--- config.mk ---
export PLATFORM = sky130hd
export DESIGN_NAME = inst_fetch_flat
export DESIGN_NICKNAME = d
export VERILOG_FILES = /design/src/rtl/inst_fetch_pkg.sv /design/src/rtl/inst_fetch_if.sv /design/src/rtl/inst_fetch_pc_next.sv /design/src/rtl/inst_fetch.sv /design/src/flat_wrapper.sv
export SDC_FILE = /design/constraint.sdc
export NUM_CORES = 1
export LEC_CHECK = 0
export ABC_AREA = 1
export CAP_MARGIN = 10
export CORE_MARGIN = 2
export CORE_UTILIZATION = 40
export CTS_BUF_LIST = sky130_fd_sc_hd__clkbuf_4 sky130_fd_sc_hd__clkbuf_8 sky130_fd_sc_hd__clkbuf_16
export DETAILED_ROUTE_END_ITERATION = 12
export PLACE_DENSITY = 0.82
export SETUP_SLACK_MARGIN = 0.05
export SYNTH_ARGS = -nofsm -noshare
export SYNTH_HDL_FRONTEND = slang
export SYNTH_SLANG_ARGS = --single-unit
--- constraint.sdc ---
create_clock -name clk -period 1.55 [get_ports clk]
set_input_delay 0.2325 -clock clk [delete_from_list [all_inputs] [get_ports clk]]
set_output_delay 0.2325 -clock clk [all_outputs]
set_load 0.05 [all_outputs]
--- src/rtl/inst_fetch_pkg.sv ---
// Shared types and constants for the instruction-fetch front end.
// The default widths are used by the interface, the PC sub-module and the top.
package inst_fetch_pkg;

  typedef enum logic [1:0] {
    IDLE = 2'd0,
    RUN  = 2'd1,
    DONE = 2'd2
  } fetch_state_t;

  localparam int PC_W      = 10;
  localparam int INST_W    = 9;
  localparam int CNT_W_DEF = 16;
  localparam int OFF_W     = 8;

  // The all-ones opcode stops the program.
  localparam logic [INST_W-1:0] HALT_OP = '1;

endpackage

--- src/rtl/inst_fetch_if.sv ---
// Control/ROM bundle between the fetch unit and its surroundings.
// The master modport is the fetch unit, which drives the ROM address and the status outputs.
interface inst_fetch_if
  import inst_fetch_pkg::*;
#(
  parameter int A     = PC_W,
  parameter int W     = INST_W,
  parameter int CNT_W = CNT_W_DEF
);

  logic             start;
  logic [A-1:0]     start_addr;
  logic             stall;
  logic             branch_taken;
  logic             branch_abs;
  logic [A-1:0]     target;
  logic [OFF_W-1:0] offset;
  logic [W-1:0]     inst_in;
  logic [A-1:0]     inst_address;
  logic             inst_valid;
  logic             done;
  logic [CNT_W-1:0] inst_count;

  modport master (
    input  start,
    input  start_addr,
    input  stall,
    input  branch_taken,
    input  branch_abs,
    input  target,
    input  offset,
    input  inst_in,
    output inst_address,
    output inst_valid,
    output done,
    output inst_count
  );

  modport slave (
    output start,
    output start_addr,
    output stall,
    output branch_taken,
    output branch_abs,
    output target,
    output offset,
    output inst_in,
    input  inst_address,
    input  inst_valid,
    input  done,
    input  inst_count
  );

endinterface

--- src/rtl/inst_fetch_pc_next.sv ---
// Combinational next-PC: sequential increment or branch redirect (absolute or
// sign-extended relative), all arithmetic wrapping modulo 2**A.
module inst_fetch_pc_next
  import inst_fetch_pkg::*;
#(
  parameter int A = PC_W
) (
  input  logic [A-1:0]     pc,
  input  logic             branch_taken,
  input  logic             branch_abs,
  input  logic [A-1:0]     target,
  input  logic [OFF_W-1:0] offset,
  output logic [A-1:0]     pc_next
);

  logic [A-1:0] offset_ext;

  genvar gi;
  generate
    if (A >= OFF_W) begin : g_ext
      assign offset_ext[OFF_W-1:0] = offset;
      for (gi = OFF_W; gi < A; gi++) begin : g_sign
        assign offset_ext[gi] = offset[OFF_W-1];
      end
    end else begin : g_trunc
      // A narrower PC simply keeps the low offset bits; the wrap is identical.
      assign offset_ext = offset[A-1:0];
    end
  endgenerate

  always_comb begin
    pc_next = pc + A'(1);
    if (branch_taken) begin
      pc_next = branch_abs ? target : pc + offset_ext;
    end
  end

endmodule

--- src/rtl/inst_fetch.sv ---
// Instruction-fetch front end: PC register, IDLE/RUN/DONE sequencing, halt
// detection and a saturating retired-instruction counter.
module inst_fetch
  import inst_fetch_pkg::*;
#(
  parameter int A     = PC_W,
  parameter int W     = INST_W,
  parameter int CNT_W = CNT_W_DEF
) (
  input logic          clk,
  input logic          reset,
  inst_fetch_if.master bus
);

  fetch_state_t     state_reg;
  logic [A-1:0]     pc_reg;
  logic [A-1:0]     pc_next;
  logic             done_reg;
  logic [CNT_W-1:0] count_reg;
  logic [CNT_W-1:0] count_next;
  logic             is_halt;

  generate
    if (W == INST_W) begin : g_halt_pkg
      assign is_halt = (bus.inst_in == HALT_OP);
    end else begin : g_halt_generic
      assign is_halt = &bus.inst_in;
    end
  endgenerate

  inst_fetch_pc_next #(
    .A (A)
  ) u_pc_next (
    .pc           (pc_reg),
    .branch_taken (bus.branch_taken),
    .branch_abs   (bus.branch_abs),
    .target       (bus.target),
    .offset       (bus.offset),
    .pc_next      (pc_next)
  );

  // Counter sticks at all-ones instead of wrapping.
  assign count_next = (&count_reg) ? count_reg : count_reg + CNT_W'(1);

  always_ff @(posedge clk) begin
    if (reset) begin
      state_reg <= IDLE;
      pc_reg    <= '0;
      done_reg  <= 1'b0;
      count_reg <= '0;
    end else begin
      case (state_reg)
        IDLE, DONE: begin
          if (bus.start) begin
            state_reg <= RUN;
            pc_reg    <= bus.start_addr;
            done_reg  <= 1'b0;
            count_reg <= '0;
          end
        end
        RUN: begin
          // Stall freezes everything; halt outranks any branch in the same cycle.
          if (!bus.stall) begin
            count_reg <= count_next;
            if (is_halt) begin
              state_reg <= DONE;
              done_reg  <= 1'b1;
            end else begin
              pc_reg <= pc_next;
            end
          end
        end
        default: begin
          state_reg <= IDLE;
          pc_reg    <= '0;
          done_reg  <= 1'b0;
          count_reg <= '0;
        end
      endcase
    end
  end

  assign bus.inst_address = pc_reg;
  assign bus.inst_valid   = (state_reg == RUN) && !bus.stall;
  assign bus.done         = done_reg;
  assign bus.inst_count   = count_reg;

endmodule

--- src/flat_wrapper.sv ---
// flat-port wrapper written by rule: the top's interface ports become plain ports
module inst_fetch_flat import inst_fetch_pkg::*;
#(
  parameter int A     = PC_W,
  parameter int W     = INST_W,
  parameter int CNT_W = CNT_W_DEF
)
  (clk, reset, bus_start, bus_start_addr, bus_stall, bus_branch_taken, bus_branch_abs, bus_target, bus_offset, bus_inst_in, bus_inst_address, bus_inst_valid, bus_done, bus_inst_count);
  inst_fetch_if #(.A(A), .W(W), .CNT_W(CNT_W)) bus_i ();
  input logic clk;
  input logic reset;
  input wire logic [$bits(bus_i.start)-1:0] bus_start;
  input wire logic [$bits(bus_i.start_addr)-1:0] bus_start_addr;
  input wire logic [$bits(bus_i.stall)-1:0] bus_stall;
  input wire logic [$bits(bus_i.branch_taken)-1:0] bus_branch_taken;
  input wire logic [$bits(bus_i.branch_abs)-1:0] bus_branch_abs;
  input wire logic [$bits(bus_i.target)-1:0] bus_target;
  input wire logic [$bits(bus_i.offset)-1:0] bus_offset;
  input wire logic [$bits(bus_i.inst_in)-1:0] bus_inst_in;
  output wire logic [$bits(bus_i.inst_address)-1:0] bus_inst_address;
  output wire logic [$bits(bus_i.inst_valid)-1:0] bus_inst_valid;
  output wire logic [$bits(bus_i.done)-1:0] bus_done;
  output wire logic [$bits(bus_i.inst_count)-1:0] bus_inst_count;
  assign bus_i.start = bus_start;
  assign bus_i.start_addr = bus_start_addr;
  assign bus_i.stall = bus_stall;
  assign bus_i.branch_taken = bus_branch_taken;
  assign bus_i.branch_abs = bus_branch_abs;
  assign bus_i.target = bus_target;
  assign bus_i.offset = bus_offset;
  assign bus_i.inst_in = bus_inst_in;
  assign bus_inst_address = bus_i.inst_address;
  assign bus_inst_valid = bus_i.inst_valid;
  assign bus_done = bus_i.done;
  assign bus_inst_count = bus_i.inst_count;
  inst_fetch #(.A(A), .W(W), .CNT_W(CNT_W)) u_core (.clk(clk), .reset(reset), .bus(bus_i));
endmodule
# Word-level counts from Yosys, hierarchy flattened

Cells that the tools add are included.

Bits in writable memories: 0
ROM bits: 0
Output and inout port bits: 28
Bits of input ports: 43
Memories kept: 0
Logic and storage cells: 41
Register bits after elaboration: 29
Bits in latches: 0

Equality and inequality tests: 8
Multiplexer cells: 18
Multipliers: 0
Divide/modulo/power cells: 0
Shift operators: 0
Add/sub/neg operators: 3
Magnitude comparators: 0
Bitwise gates (word level): 0
Reduce and logical (&&, ||, !) cells: 8

Operator list:

| cell                    | count |
|---|---|
| $mux W10                | 5 |
| $mux W16                | 3 |
| $pmux W16 S2            | 1 |
| $pmux W10 S2            | 1 |
| $add A16 B1 Y16 const B | 1 |
| $reduce_and A16 Y1      | 1 |
| $add A10 B1 Y10 const B | 1 |
| $add A10 B10 Y10        | 1 |
| $eq A9 B9 Y1 const B    | 1 |
| $reduce_and A3 Y1       | 3 |
| $ne A2 B2 Y1 const B    | 4 |
| $mux W2                 | 3 |
| $pmux W2 S2             | 1 |
| $mux W1                 | 3 |
| $eq A2 B1 Y1 const B    | 1 |
| $eq A2 B2 Y1 const B    | 1 |
| $logic_not A2 Y1        | 1 |
| $ne A2 B1 Y1 const B    | 1 |
| $pmux W1 S2             | 1 |
| $reduce_or A2 Y1        | 1 |
| $logic_and A1 B1 Y1     | 1 |
| $logic_not A1 Y1        | 1 |

# Logic depth before layout (Yosys ltp)

Gate-level depths: netlist of the first run.

Depth in word-level cells: 6
Depth in mapped cells: 13
Depth with buffers taken out: 12

# Cells and area by module

A second synthesis of the first run with hierarchy kept.

Cell total of the unflattened synthesis: 431
Area, all modules: 2566.2 um2

Modules (own cells, without submodules):

| module             | times used | cells an instance | area each (um2) | sequential area each (um2) |
|---|---|---|---|---|
| inst_fetch         | 1          | 282               | 1751.7          | 560.5 |
| inst_fetch_pc_next | 1          | 149               | 814.5           | 0.0 |

# Worst setup path before layout of the first run

OpenSTA, ideal clock, no wires.

Path kind: register to register
Start point: register u_core.count_reg[0] (netlist: u_core.bus.inst_count[0])
End point: register u_core.count_reg[14] (netlist: u_core.bus.inst_count[14])
Required time: 1.422 ns
Stages on the path, launching flop included: 14
Buffers on the path: 1
Setup time: 0.128 ns
Period minus slack after synthesis: 2.028 ns
Arrival time: 1.900 ns
Path slack: -0.478 ns
Cell sequence: dfxtp_1 > ha_1 > nand2_2 > inv_2 > nand2_4 > nor2_8 > nand2_4 > nor2_4 > nand2_2 > nand2_2 > buf_6 > nor2_1 > a21oi_1 > nor2_1

Longest elaborated chain between the ends: 4
Elaborated cells between the ends (all ways): 7
Those cells by class: add/sub (1); eq/ne (1); mux (3); reduce/logical (2)

RTL lines:

| what                     | line             | RTL |
|---|---|---|
| start: declaration       | inst_fetch.sv:19 | `logic [CNT_W-1:0] count_reg;` |
| start signal: assignment | inst_fetch.sv:64 | `count_reg <= count_next;` |
| $add A16 B1 Y16          | inst_fetch.sv:43 | `assign count_next = (&count_reg) ? count_reg : count_reg + CNT_W'(1);` |
| $mux W16                 | inst_fetch.sv:43 |  |
| $mux W16                 | inst_fetch.sv:63 | `if (!bus.stall) begin` |
| $pmux W16 S2             | inst_fetch.sv:52 | `case (state_reg)` |

Parallel ways exist; a longest one is shown, timed or not. The select of a mux whose other input is x is not followed.
A chain may end at the register's enable or synchronous reset.

# Final worst setup path of the first run

Start point: register u_core.count_reg[0] (netlist: u_core.bus.inst_count[0])
End point: register u_core.count_reg[3] (netlist: u_core.bus.inst_count[3])

The elaborated chain is that of the path after synthesis.

==> impl_metrics.json, run 1 <==
{
  "status": "finished, violations left",
  "violations": "negative setup slack",
  "placed_cells": 572,
  "io_pins": 71,
  "synthToLayoutAreaGrowth_pct": 77.9,
  "design_area_um2": 4220,
  "die_h_um": 81.0,
  "grt_util_all_layers_pct": 26.4,
  "ys_types": 32,
  "drc": 0,
  "core_um2": 5820,
  "syn_avg_cell_area_um2": 6.14,
  "final_nets": 569,
  "skew_ps": 5.38,
  "hold_viol_final": 0,
  "path_clk_slew_ps": 100,
  "numCtsBuffers": 3,
  "setup_ws_ps": -146,
  "final_common_cell": "nand2_1",
  "synth_fp_nets": 441,
  "finalPower_uw": 2610,
  "p_leak_uw": 0.00187,
  "port_buffers": 70,
  "wire_per_inst_um": 16.0,
  "htree_levels": 1,
  "std_cell_rows": 28,
  "relSlewSlack_pct": 71.7,
  "antenna_found_initial": 0,
  "cts_buffer_depth": 2,
  "diodes": 0,
  "drtAntennaViolNets": 0,
  "finalCritPeriodShare_pct": 109,
  "layout_common_cells": "nand2_1 (88), buf_4 (74), a21oi_1 (39)",
  "register_area_um2": 619,
  "cp.required_ps": 1720,
  "crit_path_max_fanout": 4,
  "place_hpwl_mm": 6.37,
  "vias": 3210,
  "irDropWorstVdd_mv": 0.448,
  "final_layout_size_suffix_gt1_share_pct": 40.9,
  "drv_slew": 0,
  "worst_setup_path_start_kind": "register",
  "holdCritPathClass": "input pin to register",
  "grt_max_degree": 16,
  "overflow": 0,
  "rsz0062_at_grt": "true",
  "max_clock_freq_mhz": 590,
  "stdcell_count": 588,
  "die_area_um2": 6560,
  "worstSetupEndpointType": "register",
  "cts.sinks": 28,
  "cts_tree": "yes",
  "num-fill-cells": 441,
  "maxCapViolCount": 0,
  "finalSetupViolations": 19,
  "dpl_cell_area_um2": 3660,
  "routed_wl_mm": 9.39,
  "cts_hold_buf": 0,
  "dr.pass1.iters": 5,
  "grt_pass1_vias": 3140,
  "netlist_area_um2": 2370,
  "power_density_nw_per_um2": 618,
  "gp_congestion": 0.886,
  "largest_reg_flops": 16,
  "grt_pass1_wl_mm": 13.6,
  "start_util_pct": 40.8,
  "multiInputGateArea_um2": 2060,
  "synth-seq-cells": 28,
  "syn_inst": 386,
  "dieWidth_um": 81.0,
  "via_per_inst": 5.46,
  "drt_iter0_markers": 225,
  "cts.root.buffer_cell": "clkbuf_8",
  "yosys_warnings": 0,
  "cp.arrival_ps": 1870,
  "insertion_delay_ps": 280,
  "min_period_ps": 1700,
  "yosysSeqAreaShare_pct": 23.6,
  "tightest_slew_ps": 422,
  "path_class": "register to register",
  "post-route-util_pct": 72.5
}
critical path, stage by stage, from the launching register on:
cell      delay [ps]
dfxtp_4          370
ha_4             150
nand2_4           60
inv_4             60
nand2_4           60
nor2_8           150
nand2_4           70
nor2_4           160
buf_6            130
a21oi_4           60
buf_6            160
nand3b_1         100
a21oi_2           60
routing by layer:
metal	track usage [%]	vias to the layer above	part of all wire [%]
met2	51.8	154	53
met5	0	-	0
met4	10.0	0	2.6
li1	-	1524	-
met3	3.33	27	6.7
met1	28.4	1505	38
logic make-up after synthesis:
logic type | Yosys count | share of synthesized area (%)
and+or+nand+nor | 210 | 39.6
AOI/OAI and AO/OA | 75 | 16.1
buffers and inverters | 45 | 8.07
DFF | 28 | 23.6
xor gates and xnor gates | 16 | 5.91
adders and majority gates | 12 | 6.65
area by class of cell:
class,count,area share [%]
multi-input cells,314,48.8
well taps,75,2.22
flip-flops and latches,28,14.7
inverters,34,3.26
repair buffers,133,29.8
clock buffers,4,1.16
path summary, 6_finish.rpt:
kind                                             end  slack [ps]  cells after the start                                   start
max            u_core.bus.inst_count[3]$_SDFFE_PP0P_        -150                     12   u_core.bus.inst_count[0]$_SDFFE_PP0P_
min          u_core.bus.inst_address[1]$_SDFFE_PP0P_         500                      3                       bus_start_addr[1]
max reg2reg    u_core.bus.inst_count[3]$_SDFFE_PP0P_        -150                     12   u_core.bus.inst_count[0]$_SDFFE_PP0P_
min reg2reg   u_core.bus.inst_count[11]$_SDFFE_PP0P_         520                      2  u_core.bus.inst_count[11]$_SDFFE_PP0P_
report_power, final:
| part | switching (uW) | internal, uW |
|---|---|---|
| registers | 53.3 | 765 |
| logic | 738 | 599 |
| clock network | 249 | 203 |
Yosys cell counts (all sizes together):
cell	count	share of area, %
nand2	116	20
a21oi	56	12
nor2	46	8.5
inv	33	5.2
nand3	29	6.1
dfxtp	28	24
o21ai	15	3.2
xor2	13	4.8
ha	11	5.8
nand4	7	1.8
buf	6	1.9
nor3	6	1.5
clkbuf	5	0.79
nand3b	3	0.95
xnor2	3	1.1
a31oi	2	0.53
or2	2	0.53
clkinv	1	0.16
fa	1	0.84
nor3b	1	0.53
o211ai	1	0.32
o21bai	1	0.32
per-stage QoR:
stage          worst slack (ps)  TNS, ps  hold slack, ps
2_1_floorplan             -79.4     -477             294
3_3_place_gp               -411    -3200             485
3_5_place_dp               -468    -4590             494
4_1_cts                    -107     -923             498
5_1_grt                    -213    -3820             512
6_report                   -146    -1860             502
timing repair:
action | CTS | global route
resized for setup | 50 | 59
cloned | 1 | 0
pin swaps | 19 | 31
setup buffers | 7 | 5
setup endpoints to repair | 27 | 27
No activity file was read; power rests on OpenSTA's default activity.
==> inputs of run 2 (changes only) <==
--- a/config.mk
+++ b/config.mk
@@ -12,6 +12,7 @@
 export CTS_BUF_LIST = sky130_fd_sc_hd__clkbuf_4 sky130_fd_sc_hd__clkbuf_8 sky130_fd_sc_hd__clkbuf_16
 export DETAILED_ROUTE_END_ITERATION = 12
 export PLACE_DENSITY = 0.82
+export RECOVER_POWER = 25
 export SETUP_SLACK_MARGIN = 0.05
 export SYNTH_ARGS = -nofsm -noshare
 export SYNTH_HDL_FRONTEND = slang
==> run 2 against run 1 <==
Effect of this change:
- the flow still finishes with violations (negative setup slack)
- highest routed layer unchanged
- final cell count unchanged
- count of clock-buffer cells in the layout unchanged
- largest cell class unchanged
- worst setup slack better by 4.0 ps
- register-to-register slack is essentially flat
- largest power group unchanged
==> impl_metrics.json, run 2 (same netlist as run 1, synthesis figures left out) <==
{
  "status": "finished, violations left",
  "violations": "negative setup slack",
  "finalSetupViolations": 18,
  "cp_top_family": "simple AND/OR/NAND/NOR gates",
  "cp.depth": 12,
  "power_frac_comb_pct": 51.0,
  "p_switching_uw": 1040,
  "internal_power_uw": 1550,
  "cts_hold_buf": 0,
  "drtAntennaViolNets": 0,
  "std_cell_rows": 28,
  "htree_levels": 1,
  "final_nets": 569,
  "place_hpwl_mm": 6.37,
  "cts_tree": "yes",
  "largest_reg_flops": 16,
  "gp_congestion": 0.886,
  "path_clk_slew_ps": 100,
  "skew_ps": 5.44,
  "finalCritPeriodShare_pct": 109,
  "insertion_delay_ps": 290,
  "core_um2": 5820,
  "grt_util_all_layers_pct": 26.4,
  "dr.pass1.iters": 5,
  "p_sw_share_pct": 40.1,
  "layout_common_cells": "nand2_1 (88), buf_4 (69), a21oi_1 (39)",
  "crit_path_frequent_cell": "nand2_4",
  "whs_path_depth": 3,
  "crit_path_max_fanout": 4,
  "crit_chain": "ha_4 -> nand2_4 -> inv_4 -> nand2_4 -> nor2_8 -> nand2_4 -> nor2_4 -> buf_6 -> a21oi_4 -> buf_6 -> nand3b_1 -> a21oi_2",
  "antenna_found_initial": 0,
  "diodes": 0,
  "numCtsBuffers": 3,
  "dieWidth_um": 81.0,
  "path_class": "register to register",
  "port_buffers": 70,
  "seqPwrFrac_pct": 31.5,
  "startpoint": "u_core.bus.inst_count[0]$_SDFFE_PP0P_",
  "hold_viol_final": 0,
  "final_layout_size_suffix_gt1_share_pct": 40.2,
  "r2r-end": "u_core.bus.inst_count[3]$_SDFFE_PP0P_",
  "max_clock_freq_mhz": 591,
  "critPathCapture": "u_core.bus.inst_count[3]$_SDFFE_PP0P_",
  "drc": 0,
  "cts.root.buffer_cell": "clkbuf_8",
  "irDropWorstVdd_mv": 0.449,
  "worstSetupEndpointType": "register",
  "post-route-util_pct": 72.1,
  "cp.arrival_ps": 1870,
  "holdCritPathClass": "input pin to register",
  "p_leak_uw": 0.00187,
  "final_common_cell": "nand2_1",
  "cts_buffer_depth": 2,
  "power_density_nw_per_um2": 619,
  "slowest_stage": "dfxtp_4",
  "tightest_slew_ps": 609,
  "worst_setup_path_start_kind": "register",
  "via_per_inst": 5.42,
  "critPathMaxStageDelay_ps": 370,
  "fin_tns_setup_ps": -1840,
  "synthToLayoutAreaGrowth_pct": 76.9,
  "routed_wl_mm": 9.39,
  "r2r_start": "u_core.bus.inst_count[0]$_SDFFE_PP0P_",
  "wire_per_inst_um": 16.0,
  "grt_max_degree": 16,
  "vias": 3189,
  "reg2reg_slack_ps": -140,
  "rsz0062_at_grt": "true",
  "start_util_pct": 40.8,
  "grt_pass1_wl_mm": 13.6,
  "io_pins": 71,
  "overflow": 0,
  "path_buf_inv": 3,
  "grt_pass1_vias": 3140,
  "min_period_ps": 1690,
  "reg2reg_depth": 12,
  "die_area_um2": 6560,
  "cp.required_ps": 1720,
  "maxCapViolCount": 0,
  "drt_iter0_markers": 209,
  "relSlewSlack_pct": 59.6,
  "pwr-share-clk_pct": 17.5,
  "cts.sinks": 28,
  "die_h_um": 81.0,
  "drv_slew": 0,
  "setup_ws_ps": -142
}
-- run 2: changes by cell type in the layout (fill, tap and decap cells not counted), sizes merged --
cell,change
buf,-6
clkbuf,+5
dlymetal6s2s,+1
-- run 2: repair_timing --
action | CTS | global route
gates resized for setup | 50 | 59
setup buffers | 7 | 5
pin swaps | 19 | 31
setup endpoints to repair | 27 | 27
gates cloned | 1 | 0
-- run 2: layout make-up --
| type | instances | area (um2) |
|---|---|---|
| well taps | 75 | 93.8 |
| flip-flops and latches | 28 | 619 |
| fillers | 449 | 1620 |
| repair buffers | 133 | 1230 |
| clock buffers | 4 | 48.8 |
| multi-input cells | 314 | 2060 |
| inverters | 34 | 138 |
-- run 2: through the flow --
stage	instance area [um2]	setup WS (ps)	instances	hold slack (ps)	total power, uW
after floorplan	2510	-79.4	386	294	1440
after global placement	3660	-411	572	485	1870
after detailed placement	3660	-468	572	494	1900
after CTS	3940	-107	583	498	2430
after global routing	4190	-213	588	512	2710
final	4190	-142	588	501	2590
-- run 2: power by group through the flow --
stage | sequential (uW) | combinational [uW] | clock (uW)
6_report | 817 | 1320 | 454
5_1_grt | 820 | 1410 | 486
4_1_cts | 816 | 1160 | 455
3_5_place_dp | 831 | 1070 | 0
3_3_place_gp | 829 | 1040 | 0
2_1_floorplan | 969 | 471 | 0
-- run 2: worst min path at each step --
stage | slack, ps | start | end
after floorplan | 290 | reset | u_core.bus.inst_count[10]$_SDFFE_PP0P_
after global placement | 480 | u_core.bus.inst_count[11]$_SDFFE_PP0P_ | u_core.bus.inst_count[11]$_SDFFE_PP0P_
after detailed placement | 490 | u_core.bus.inst_count[11]$_SDFFE_PP0P_ | u_core.bus.inst_count[11]$_SDFFE_PP0P_
after CTS | 500 | bus_start_addr[1] | u_core.bus.inst_address[1]$_SDFFE_PP0P_
after global routing | 510 | bus_start_addr[2] | u_core.bus.inst_address[2]$_SDFFE_PP0P_
final | 500 | bus_start_addr[1] | u_core.bus.inst_address[1]$_SDFFE_PP0P_
-- run 2: tightest hold or removal path: stages --
cell and delay, ps:
clkdlybuf4s50_1 400, nand2_1 60, a31oi_1 70
-- run 2: routing by layer --
metal | vias up | wire length, um | global-route usage, %
li1 | 1527 | - | -
met1 | 1488 | 3600 | 28.4
met2 | 148 | 4890 | 51.8
met3 | 26 | 646 | 3.33
met4 | 0 | 250 | 10.0
met5 | - | 0 | 0
==> inputs of run 3 (changes only) <==
--- a/config.mk
+++ b/config.mk
@@ -8,10 +8,10 @@
 export ABC_AREA = 1
 export CAP_MARGIN = 10
 export CORE_MARGIN = 2
-export CORE_UTILIZATION = 40
+export CORE_UTILIZATION = 35
 export CTS_BUF_LIST = sky130_fd_sc_hd__clkbuf_4 sky130_fd_sc_hd__clkbuf_8 sky130_fd_sc_hd__clkbuf_16
 export DETAILED_ROUTE_END_ITERATION = 12
-export PLACE_DENSITY = 0.82
+export PLACE_DENSITY = 0.75
 export RECOVER_POWER = 25
 export SETUP_SLACK_MARGIN = 0.05
 export SYNTH_ARGS = -nofsm -noshare
==> run 3 against run 2 <==
Effect of this change:
- the flow still finishes with violations (negative setup slack)
- register-to-register slack worse by 20 ps
- utilization down 6.0 points
- global-route usage down 4.2 points
- clock skew up 3.9 ps
- routed wire length down 5.5%
- sequential cell count unchanged
- worst hold slack worse by 8.5 ps
- critical path depth unchanged
- power about the same
- sequential share of layout area down 0.27 points
- critical path type unchanged
==> impl_metrics.json, run 3 (same netlist as run 1, synthesis figures left out) <==
{
  "cp.required_ps": 1730,
  "insertion_delay_ps": 290,
  "post-place-ws_ps": -468,
  "port_buffers": 70,
  "overflow": 0,
  "design_area_um2": 4270,
  "reg2reg_slack_ps": -160,
  "hold_viol_final": 0,
  "gp_congestion": 0.925,
  "finalCritPeriodShare_pct": 110,
  "crit_chain": "ha_4 -> nand2_4 -> inv_4 -> nand2_4 -> nor2_8 -> nand2_4 -> nor2_4 -> buf_6 -> a21oi_4 -> buf_4 -> nand3_1 -> a21oi_2",
  "min-delay-start": "bus_start_addr[2]",
  "p_leak_uw": 0.00189,
  "stdcell_count": 597,
  "io_pins": 71,
  "cts.sinks": 28,
  "path_clk_slew_ps": 110,
  "place_hpwl_mm": 6.06,
  "largest_reg_flops": 16,
  "cts_tree": "yes",
  "drtAntennaViolNets": 0,
  "crit_path_frequent_cell": "nand2_4",
  "wire_per_inst_um": 14.9,
  "skew_ps": 9.38,
  "critPathMaxStageDelay_ps": 370,
  "grt_util_all_layers_pct": 22.2,
  "holdCritPathClass": "input pin to register",
  "relSlewSlack_pct": 59.7,
  "whs_path_depth": 3,
  "final_common_cell": "nand2_1",
  "tightest_slew_ps": 608,
  "htree_levels": 1,
  "startpoint": "u_core.bus.inst_count[0]$_SDFFE_PP0P_",
  "numCtsBuffers": 3,
  "cts.root.buffer_cell": "clkbuf_8",
  "die_area_um2": 7450,
  "min_period_ps": 1710,
  "drv_slew": 0,
  "finalSetupViolations": 19,
  "synthToLayoutAreaGrowth_pct": 80.2,
  "layout_common_cells": "nand2_1 (87), buf_4 (76), nor2_1 (35)",
  "irDropWorstVdd_mv": 0.364,
  "dr.pass1.iters": 5,
  "finalPower_uw": 2600,
  "status": "finished, violations left",
  "power_density_nw_per_um2": 608,
  "crit_path_max_fanout": 6,
  "r2r_start": "u_core.bus.inst_count[0]$_SDFFE_PP0P_",
  "rsz0062_at_grt": "true",
  "path_buf_inv": 3,
  "min_to": "u_core.bus.inst_address[2]$_SDFFE_PP0P_",
  "cp.arrival_ps": 1890,
  "drt_iter0_markers": 149,
  "path_class": "register to register",
  "routed_wl_mm": 8.87,
  "r2r-end": "u_core.bus.inst_count[6]$_SDFFE_PP0P_",
  "vias": 3139,
  "antenna_found_initial": 0,
  "cp_top_family": "simple AND/OR/NAND/NOR gates",
  "final_layout_size_suffix_gt1_share_pct": 41.2,
  "cts_buffer_depth": 2,
  "placed_cells": 575,
  "maxCapViolCount": 0,
  "worst_setup_path_start_kind": "register",
  "dpl_cell_area_um2": 3670,
  "final_nets": 576,
  "grt_max_degree": 16,
  "die_h_um": 86.3,
  "via_per_inst": 5.26,
  "dieWidth_um": 86.3,
  "violations": "negative setup slack",
  "grt_pass1_wl_mm": 13.5,
  "std_cell_rows": 29,
  "worstSetupEndpointType": "register",
  "fin_tns_setup_ps": -2170,
  "start_util_pct": 36.7,
  "grt_pass1_vias": 3026,
  "setup_ws_ps": -161,
  "reg2reg_depth": 12,
  "max_clock_freq_mhz": 584,
  "core_um2": 6460,
  "slowest_stage": "dfxtp_4",
  "diodes": 0,
  "drc": 0
}
[run 3: worst min-delay path: cells and delay by family]
kind,cells,cell delay [ps]
buffers and inverters,1,390
AO/OA/AOI/OAI,1,70
AND/OR/NAND/NOR,1,60
[run 3: stage by stage]
| stage | utilization (%) | hold slack, ps |
|---|---|---|
| 2_1_floorplan | - | 294 |
| 3_5_place_dp | 56.8 | 497 |
| 4_1_cts | 61.4 | 500 |
| 5_1_grt | 66.1 | 509 |
| 6_report | 66.1 | 492 |
| 3_3_place_gp | 56.8 | 492 |
[run 3: what timing repair did]
action | 4_1_cts | 5_1_grt
pin swaps | 22 | 36
hold buffers | 0 | 0
setup buffers | 9 | 8
resized for setup | 48 | 62
gates cloned | 2 | 0
endpoints found under the setup margin | 26 | 27
[run 3: worst max-delay path by stage]
stage / to / depth (start not counted)
after floorplan: u_core.bus.inst_count[14]$_SDFFE_PP0P_ / 13
after global placement: u_core.bus.inst_address[8]$_SDFFE_PP0P_ / 12
after detailed placement: u_core.bus.inst_address[8]$_SDFFE_PP0P_ / 12
after CTS: u_core.bus.inst_address[8]$_SDFFE_PP0P_ / 11
after global routing: u_core.bus.inst_count[12]$_SDFFE_PP0P_ / 12
final: u_core.bus.inst_count[6]$_SDFFE_PP0P_ / 12
[run 3: final cells by class]
type | instances | area (um2)
clock buffer | 3 | 41.3
clock inverter | 1 | 3.75
fill | 552 | 2190
inverter | 34 | 134
multi-input combinational | 314 | 2070
sequential | 28 | 619
tap | 77 | 96.3
timing repair buffer | 140 | 1310
[run 3: layer usage]
metal	up-vias	GRT usage (%)	part of all wire (%)
li1	1542	-	-
met4	0	7.39	2.2
met3	25	1.71	5.6
met1	1438	26.8	41
met5	-	0	0
met2	134	41.5	52
[run 3: power breakdown]
group / switching, uW / total [uW] / internal (uW)
combinational: 727 / 1340 / 614
clock: 259 / 438 / 179
sequential: 50.6 / 815 / 765
total: 1040 / 2600 / 1560
